<file path="src/rtl/dispatch_pkg.sv">
// Shared types for the rename -> dispatch -> issue path.
// Holds the redirect, rename and dispatch bundles.
package dispatch_pkg;

   localparam int PRW = 6;
   localparam int FUW = 2;

   typedef struct packed {
      logic [15:0] opid;
      logic        rollback;
   } red_bundle_t;

   typedef struct packed {
      logic [15:0]          opid;
      logic [1:0][PRW-1:0]  prsa;
      logic [1:0][PRW-1:0]  prda;
      logic [FUW-1:0]       fu;
   } ren_bundle_t;

   typedef struct packed {
      logic [15:0]          opid;
      logic [1:0][PRW-1:0]  prsa;
      logic [1:0][PRW-1:0]  prda;
      logic [FUW-1:0]       fu;
      logic [1:0]           rdy;
   } dis_bundle_t;

endpackage

</file>
<file path="src/rtl/dispatch_busy_table.sv">
// Physical register busy bits: set on allocation, cleared on writeback.
// Ports: clk, rst, set_en/set_prd, clr_en/clr_prd, rd_prd -> rd_busy.
module busy_table #(
   parameter int prnum = 64,
   parameter int rwd   = 2,
   parameter int iwd   = 2,
   localparam int PW   = $clog2(prnum)
) (
   input  logic                       clk,
   input  logic                       rst,
   input  logic [rwd-1:0]             set_en,
   input  logic [rwd-1:0][PW-1:0]     set_prd,
   input  logic [iwd-1:0]             clr_en,
   input  logic [iwd-1:0][PW-1:0]     clr_prd,
   input  logic [2*rwd-1:0][PW-1:0]   rd_prd,
   output logic [2*rwd-1:0]           rd_busy
);

   logic [prnum-1:0] busy;
   logic [prnum-1:0] busy_nxt;

   // sets applied after clears so a reallocated register stays busy
   always_comb begin
      busy_nxt = busy;
      for (int c = 0; c < iwd; c++)
         if (clr_en[c]) busy_nxt[clr_prd[c]] = 1'b0;
      for (int s = 0; s < rwd; s++)
         if (set_en[s]) busy_nxt[set_prd[s]] = 1'b1;
      busy_nxt[0] = 1'b0;
   end

   always_ff @(posedge clk) begin
      if (rst) busy <= '0;
      else     busy <= busy_nxt;
   end

   // same-cycle writeback bypass on the read side
   always_comb begin
      rd_busy = '0;
      for (int r = 0; r < 2*rwd; r++) begin
         rd_busy[r] = busy[rd_prd[r]];
         for (int c = 0; c < iwd; c++)
            if (clr_en[c] && clr_prd[c] == rd_prd[r])
               rd_busy[r] = 1'b0;
      end
   end

endmodule

</file>
<file path="src/rtl/dispatch.sv">
// Dispatch stage: in-order prefix acceptance, credits, source readiness.
// Ports: clk, rst, red_bundle, ren_bundle/rename, wb_*, cred_ret, dis_*.
module dispatch
   import dispatch_pkg::*;
#(
   parameter int rwd    = 2,
   parameter int iwd    = 2,
   parameter int prnum  = 64,
   parameter int nfu    = 4,
   parameter int iqcred = 8
) (
   input  logic                              clk,
   input  logic                              rst,
   input  red_bundle_t                       red_bundle,
   input  ren_bundle_t [rwd-1:0]             ren_bundle,
   output logic [rwd-1:0]                    rename,
   input  logic [iwd-1:0]                    wb_valid,
   input  logic [iwd-1:0][$clog2(prnum)-1:0] wb_prd,
   input  logic [nfu-1:0]                    cred_ret,
   output logic                              dis_valid,
   output dis_bundle_t [rwd-1:0]             dis_bundle,
   input  logic                              dis_ready
);

   localparam int PW = $clog2(prnum);
   localparam int FW = $clog2(nfu);
   localparam int CW = $clog2(iqcred + 1);

   logic                      flush;
   logic                      ok;
   logic [FW-1:0]             q;
   logic [rwd-1:0]            acc;
   logic [nfu-1:0][CW-1:0]    cred;
   logic [nfu-1:0][CW-1:0]    used;
   logic [nfu-1:0][CW:0]      cred_sum;
   logic [rwd-1:0]            set_en;
   logic [rwd-1:0][PW-1:0]    set_prd;
   logic [2*rwd-1:0][PW-1:0]  rd_prd;
   logic [2*rwd-1:0]          rd_busy;
   logic                      dep;
   dis_bundle_t [rwd-1:0]     cap;

   assign flush = red_bundle.opid[15];

   // a slot needs more credits than earlier accepted slots already took
   always_comb begin
      used = '0;
      acc  = '0;
      q    = '0;
      ok   = !rst && !flush && !red_bundle.rollback
             && (!dis_valid || dis_ready);
      for (int i = 0; i < rwd; i++) begin
         q = ren_bundle[i].fu[FW-1:0];
         if (ok && ren_bundle[i].opid[15] && cred[q] > used[q]) begin
            acc[i]  = 1'b1;
            used[q] = used[q] + CW'(1);
         end else begin
            ok = 1'b0;
         end
      end
   end

   assign rename = acc;

   always_comb begin
      for (int f = 0; f < nfu; f++)
         cred_sum[f] = {1'b0, cred[f]} + (CW+1)'(cred_ret[f])
                       - {1'b0, used[f]};
   end

   always_ff @(posedge clk) begin
      for (int f = 0; f < nfu; f++) begin
         if (rst || flush) begin
            cred[f] <= CW'(iqcred);
         end else begin
            assert (cred_sum[f] <= (CW+1)'(iqcred));
            cred[f] <= cred_sum[f][CW-1:0];
         end
      end
   end

   always_comb begin
      for (int i = 0; i < rwd; i++) begin
         set_en[i]      = acc[i] && ren_bundle[i].prda[1] != '0;
         set_prd[i]     = ren_bundle[i].prda[1];
         rd_prd[2*i]    = ren_bundle[i].prsa[0];
         rd_prd[2*i+1]  = ren_bundle[i].prsa[1];
      end
   end

   busy_table #(
      .prnum (prnum),
      .rwd   (rwd),
      .iwd   (iwd)
   ) u_busy (
      .clk     (clk),
      .rst     (rst),
      .set_en  (set_en),
      .set_prd (set_prd),
      .clr_en  (wb_valid),
      .clr_prd (wb_prd),
      .rd_prd  (rd_prd),
      .rd_busy (rd_busy)
   );

   // readiness also bypasses destinations of earlier slots in this group
   always_comb begin
      dep = 1'b0;
      for (int i = 0; i < rwd; i++) begin
         cap[i].opid = acc[i] ? ren_bundle[i].opid : '0;
         cap[i].prsa = ren_bundle[i].prsa;
         cap[i].prda = ren_bundle[i].prda;
         cap[i].fu   = ren_bundle[i].fu;
         for (int k = 0; k < 2; k++) begin
            dep = 1'b0;
            for (int j = 0; j < i; j++)
               if (acc[j] && ren_bundle[j].prda[1] == ren_bundle[i].prsa[k])
                  dep = 1'b1;
            cap[i].rdy[k] = ren_bundle[i].prsa[k] == '0
                            || (!rd_busy[2*i+k] && !dep);
         end
      end
   end

   always_ff @(posedge clk) begin
      if (rst) begin
         dis_valid  <= 1'b0;
         dis_bundle <= '0;
      end else if (flush) begin
         dis_valid  <= 1'b0;
      end else if (|acc) begin
         dis_valid  <= 1'b1;
         dis_bundle <= cap;
      end else if (dis_ready) begin
         dis_valid  <= 1'b0;
      end
   end

endmodule

</file>
<file path="config.mk">
export PLATFORM = sky130hd
export DESIGN_NAME = dispatch
export DESIGN_NICKNAME = d
export VERILOG_FILES = /design/src/rtl/dispatch_pkg.sv /design/src/rtl/dispatch_busy_table.sv /design/src/rtl/dispatch.sv
export SDC_FILE = /design/constraint.sdc
export NUM_CORES = 1
export LEC_CHECK = 0
export CAP_MARGIN = 20
export CORE_ASPECT_RATIO = 0.6
export CORE_MARGIN = 3
export CORE_UTILIZATION = 54
export DETAILED_ROUTE_END_ITERATION = 10
export MAX_ROUTING_LAYER = met4
export PLACE_DENSITY = 0.88
export SYNTH_ARGS = -nofsm -noshare
export SYNTH_HDL_FRONTEND = slang
export SYNTH_HIERARCHICAL = 1
export SYNTH_SLANG_ARGS = --single-unit
</file>
<file path="constraint.sdc">
create_clock -name clk -period 15.4 [get_ports clk]
set_clock_uncertainty 0.1 [all_clocks]
set_input_delay 4.62 -clock clk [delete_from_list [all_inputs] [get_ports clk]]
set_output_delay 4.62 -clock clk [all_outputs]
set_load 0.03 [all_outputs]
</file>
==> flow_metrics.env <==
export IMPL_synth_enable_flop_cells=0
export IMPL_finalHoldViolCount=0
export IMPL_grt_pass1_wl_mm=59.7
export IMPL_synth_nets=1336
export IMPL_io_pins=213
export IMPL_vdd_drop_max_uv=76.0
export IMPL_cts_root_buffer="clkbuf_16"
export IMPL_drc=5
export IMPL_num_nets_final=1471
export IMPL_initial_utilization=0.558
export IMPL_worstPathCellList="buf_4, nor2_1, and4b_1, o21ai_4, nor3_1, ha_1, o221ai_2, or3_4, and3_1, clkdlybuf4s50_1"
export IMPL_drive_gt1_frac=0.0906
export IMPL_dp_hpwl_mm=28.9
export IMPL_grt_pass1_vias=10300
export IMPL_whs_ns=0.352
export IMPL_synth_ff_type="dfxtp_1"
export IMPL_cts_buffers_inserted=17
export IMPL_cts_buffer_depth=2
export IMPL_vias_per_cell=6.91
export IMPL_r2r_slack_ns=10.77
export IMPL_gp_congestion=1.08
export IMPL_postRouteAntennaNets=0
export IMPL_yosysWarnings=6
export IMPL_cts_tree="built"
export IMPL_min_path_cells=2
export IMPL_switching_share=0.289
export IMPL_slew_headroom=0.171
export IMPL_path_buf_inv=2
export IMPL_status="finished with violations"
export IMPL_layout_common_cells="clkdlybuf4s50_1, nand2_1, dfxtp_1, nor2_1, a21oi_1"
export IMPL_netlist_area_um2=10800
export IMPL_grt_max_degree=80
export IMPL_crit_required_ns=10.68
export IMPL_rsz0062_at_grt="false"
export IMPL_failed_checks="design-rule violations"
export IMPL_cts_setup_buffers=0
export IMPL_hold_path_endpoint="dis_bundle[6]"
export IMPL_cp_top_family="simple AND/OR/NAND/NOR gates"
export IMPL_async_reset_ff_frac=0
export IMPL_cts_sinks=168
export IMPL_fill_cells=1457
export IMPL_p_int_w=0.000736
export IMPL_wirelength_mm=40.2
export IMPL_dieArea_um2=21700
export IMPL_ys_types=66
export IMPL_startpoint="rst"
export IMPL_first_pass_iters=11
export IMPL_instances_no_fill=1602
export IMPL_ctsHoldBuffers=0
export IMPL_reg2reg_from="cred[0]"
export IMPL_io_buffers=197
export IMPL_critPathMaxStageDelay_ns=0.74
export IMPL_r2r_cells=13
export IMPL_drt_wirelength_per_cell_um=25.1
export IMPL_clkSlewWorstSetupHoldPaths_ns=0.07
export IMPL_worstReg2RegEnd="u_busy/busy[33]"
export IMPL_worst_hold_path_type="reg -> reg"
export IMPL_leakage_nw=4.66
export IMPL_setup_viol=0
export IMPL_rows=39
export IMPL_die_y_um=115
export IMPL_max_cap_violations=0
export IMPL_placedCellCount=1568
export IMPL_synth_seq_area_share=0.313
export IMPL_tightest_slew_ns=1.24
export IMPL_antenna_found_initial=0
export IMPL_worstSetupPathType="in -> out"
export IMPL_clock_power_share=0.406
export IMPL_worstHoldStart="dis_bundle[6]"
export IMPL_crit_slowest_cell="clkdlybuf4s50_1"
export IMPL_grt_overflow_total=0
export IMPL_grtUsageTotal=0.370
export IMPL_end_kind="output pin"
export IMPL_die_x_um=188
export IMPL_mostFrequentLayoutCell="clkdlybuf4s50_1"
export IMPL_combPwrFrac=0.165
export IMPL_period_share=0.848
export IMPL_synth_seq_cells=168
export IMPL_start_kind="input port"
export IMPL_drtIter0Drc=2558
export IMPL_timing_fmax_mhz=76.6
export IMPL_synth_avg_cell_area_um2=9.05
export IMPL_worstPathMaxFanout=79
export IMPL_vias=11100
export IMPL_htree_levels=4
export IMPL_antenna_cells=0
export IMPL_clock_latency_ns=0.45
export IMPL_coreArea_um2=19300
export IMPL_period_minus_slack_ns=13.05
export IMPL_synthToLayoutAreaGrowth_pct=23.6
export IMPL_cts_resized=0
export IMPL_crit_arrival_ns=8.33
export IMPL_power_switching_w=0.000299
export IMPL_seqPwrFrac=0.429
export IMPL_setup_tns_ns=0
export IMPL_synth_cells=1189
export IMPL_drv_slew=0
export IMPL_p_per_area_nw_per_um2=77.8
## power by group through the flow
stage / registers, W / logic [W] / clock network, W
floorplan: 0.000461 / 0.0000886 / 0
global placement: 0.000454 / 0.000160 / 0
detailed placement: 0.000454 / 0.000163 / 0
CTS: 0.000444 / 0.000164 / 0.000423
global route: 0.000445 / 0.000178 / 0.000442
finish: 0.000444 / 0.000170 / 0.000420
## logic make-up (layout without fill, tap and decap cells)
logic type / after synthesis / after routing / share of synthesized area
DFF: 168 / 168 / 0.313
muxes: 94 / 94 / 0.164
adders and majority gates: 25 / 25 / 0.0319
xor gates and xnor gates: 76 / 76 / 0.0619
buffers and inverters: 133 / 280 / 0.0562
and+or+nand+nor: 420 / 420 / 0.186
AOI/OAI and AO/OA: 273 / 273 / 0.187
## state kept, by name (all words and copies together), names as in the netlist
signal,cells
u_busy/busy,63
cred,16
dis_bundle,88
dis_valid,1
## cell usage after synthesis, drive strengths merged, types with 4 or more instances
cell type  instances  area [µm²]
a32oi              7        61.3
a31o              18         158
dfxtp            168        3360
ha                21         263
buf               57         319
xor2              38         333
nand3b             4        30.0
nor4              14        93.8
mux4              62        1450
nand2b            15        93.8
o21ai              7        35.0
a21o               4        30.0
a22oi             64         480
and2               7        43.8
and3              21         136
nand4             12        75.1
a222oi            57         571
clkbuf            43         161
and3b              8        70.1
nor3              22         120
mux2i             30         300
nor3b             15         143
nor2             117         439
xnor2             38         333
inv               33         124
or4                7        52.6
fa                 4        80.1
a21oi             88         440
nand2            168         631
## how the worst max path moves through the flow
| stage | cells after the start | end | slack, ns |
|---|---|---|---|
| 4_1_cts | 10 | rename[1] | 2.33 |
| 6_report | 10 | rename[1] | 2.35 |
| 2_1_floorplan | 12 | rename[1] | 3.74 |
| 3_5_place_dp | 10 | rename[1] | 2.36 |
| 3_3_place_gp | 10 | rename[1] | 2.46 |
| 5_1_grt | 10 | rename[1] | 2.12 |
## worst register-to-register path, stage by stage, from the launching register on
cell      delay [ns]
dfxtp_1         0.35
nor4_1          0.34
o22ai_1         0.17
o21ai_4         0.58
nor3_1          0.15
ha_1            0.32
o221ai_2        0.26
or3_4           0.21
and3_1          0.37
o31a_1          0.40
nand2_1         0.16
nor2_1          0.71
a222oi_1        0.30
nor2_1          0.15
## through the flow
| stage | worst slack, ns | area, µm² | total power (W) | utilization |
|---|---|---|---|---|
| after floorplan | 3.74 | 10800 | 0.000550 | - |
| after global placement | 2.46 | 12700 | 0.000613 | 0.660 |
| after detailed placement | 2.36 | 12700 | 0.000617 | 0.660 |
| after CTS | 2.33 | 13300 | 0.00103 | 0.689 |
| after global routing | 2.12 | 13300 | 0.00106 | 0.690 |
| final | 2.35 | 13300 | 0.00103 | 0.690 |
## area by class of cell
cell class | count | area [µm²] | share of cell area
clock buffer | 18 | 439 | 0.0330
clock inverter | 13 | 123 | 0.00922
inverter | 33 | 124 | 0.00932
multi-input combinational | 888 | 6800 | 0.512
sequential | 168 | 3360 | 0.253
tap | 266 | 333 | 0.0250
timing repair buffer | 216 | 2110 | 0.159
## per-layer routing
layer	share of wire	vias to the layer above	track usage
li1	-	4723	-
met1	0.39	5284	0.501
met2	0.40	965	0.492
met3	0.18	101	0.168
met4	0.025	0	0.105
met5	0	-	-
Power figures use the tool's default switching activity.
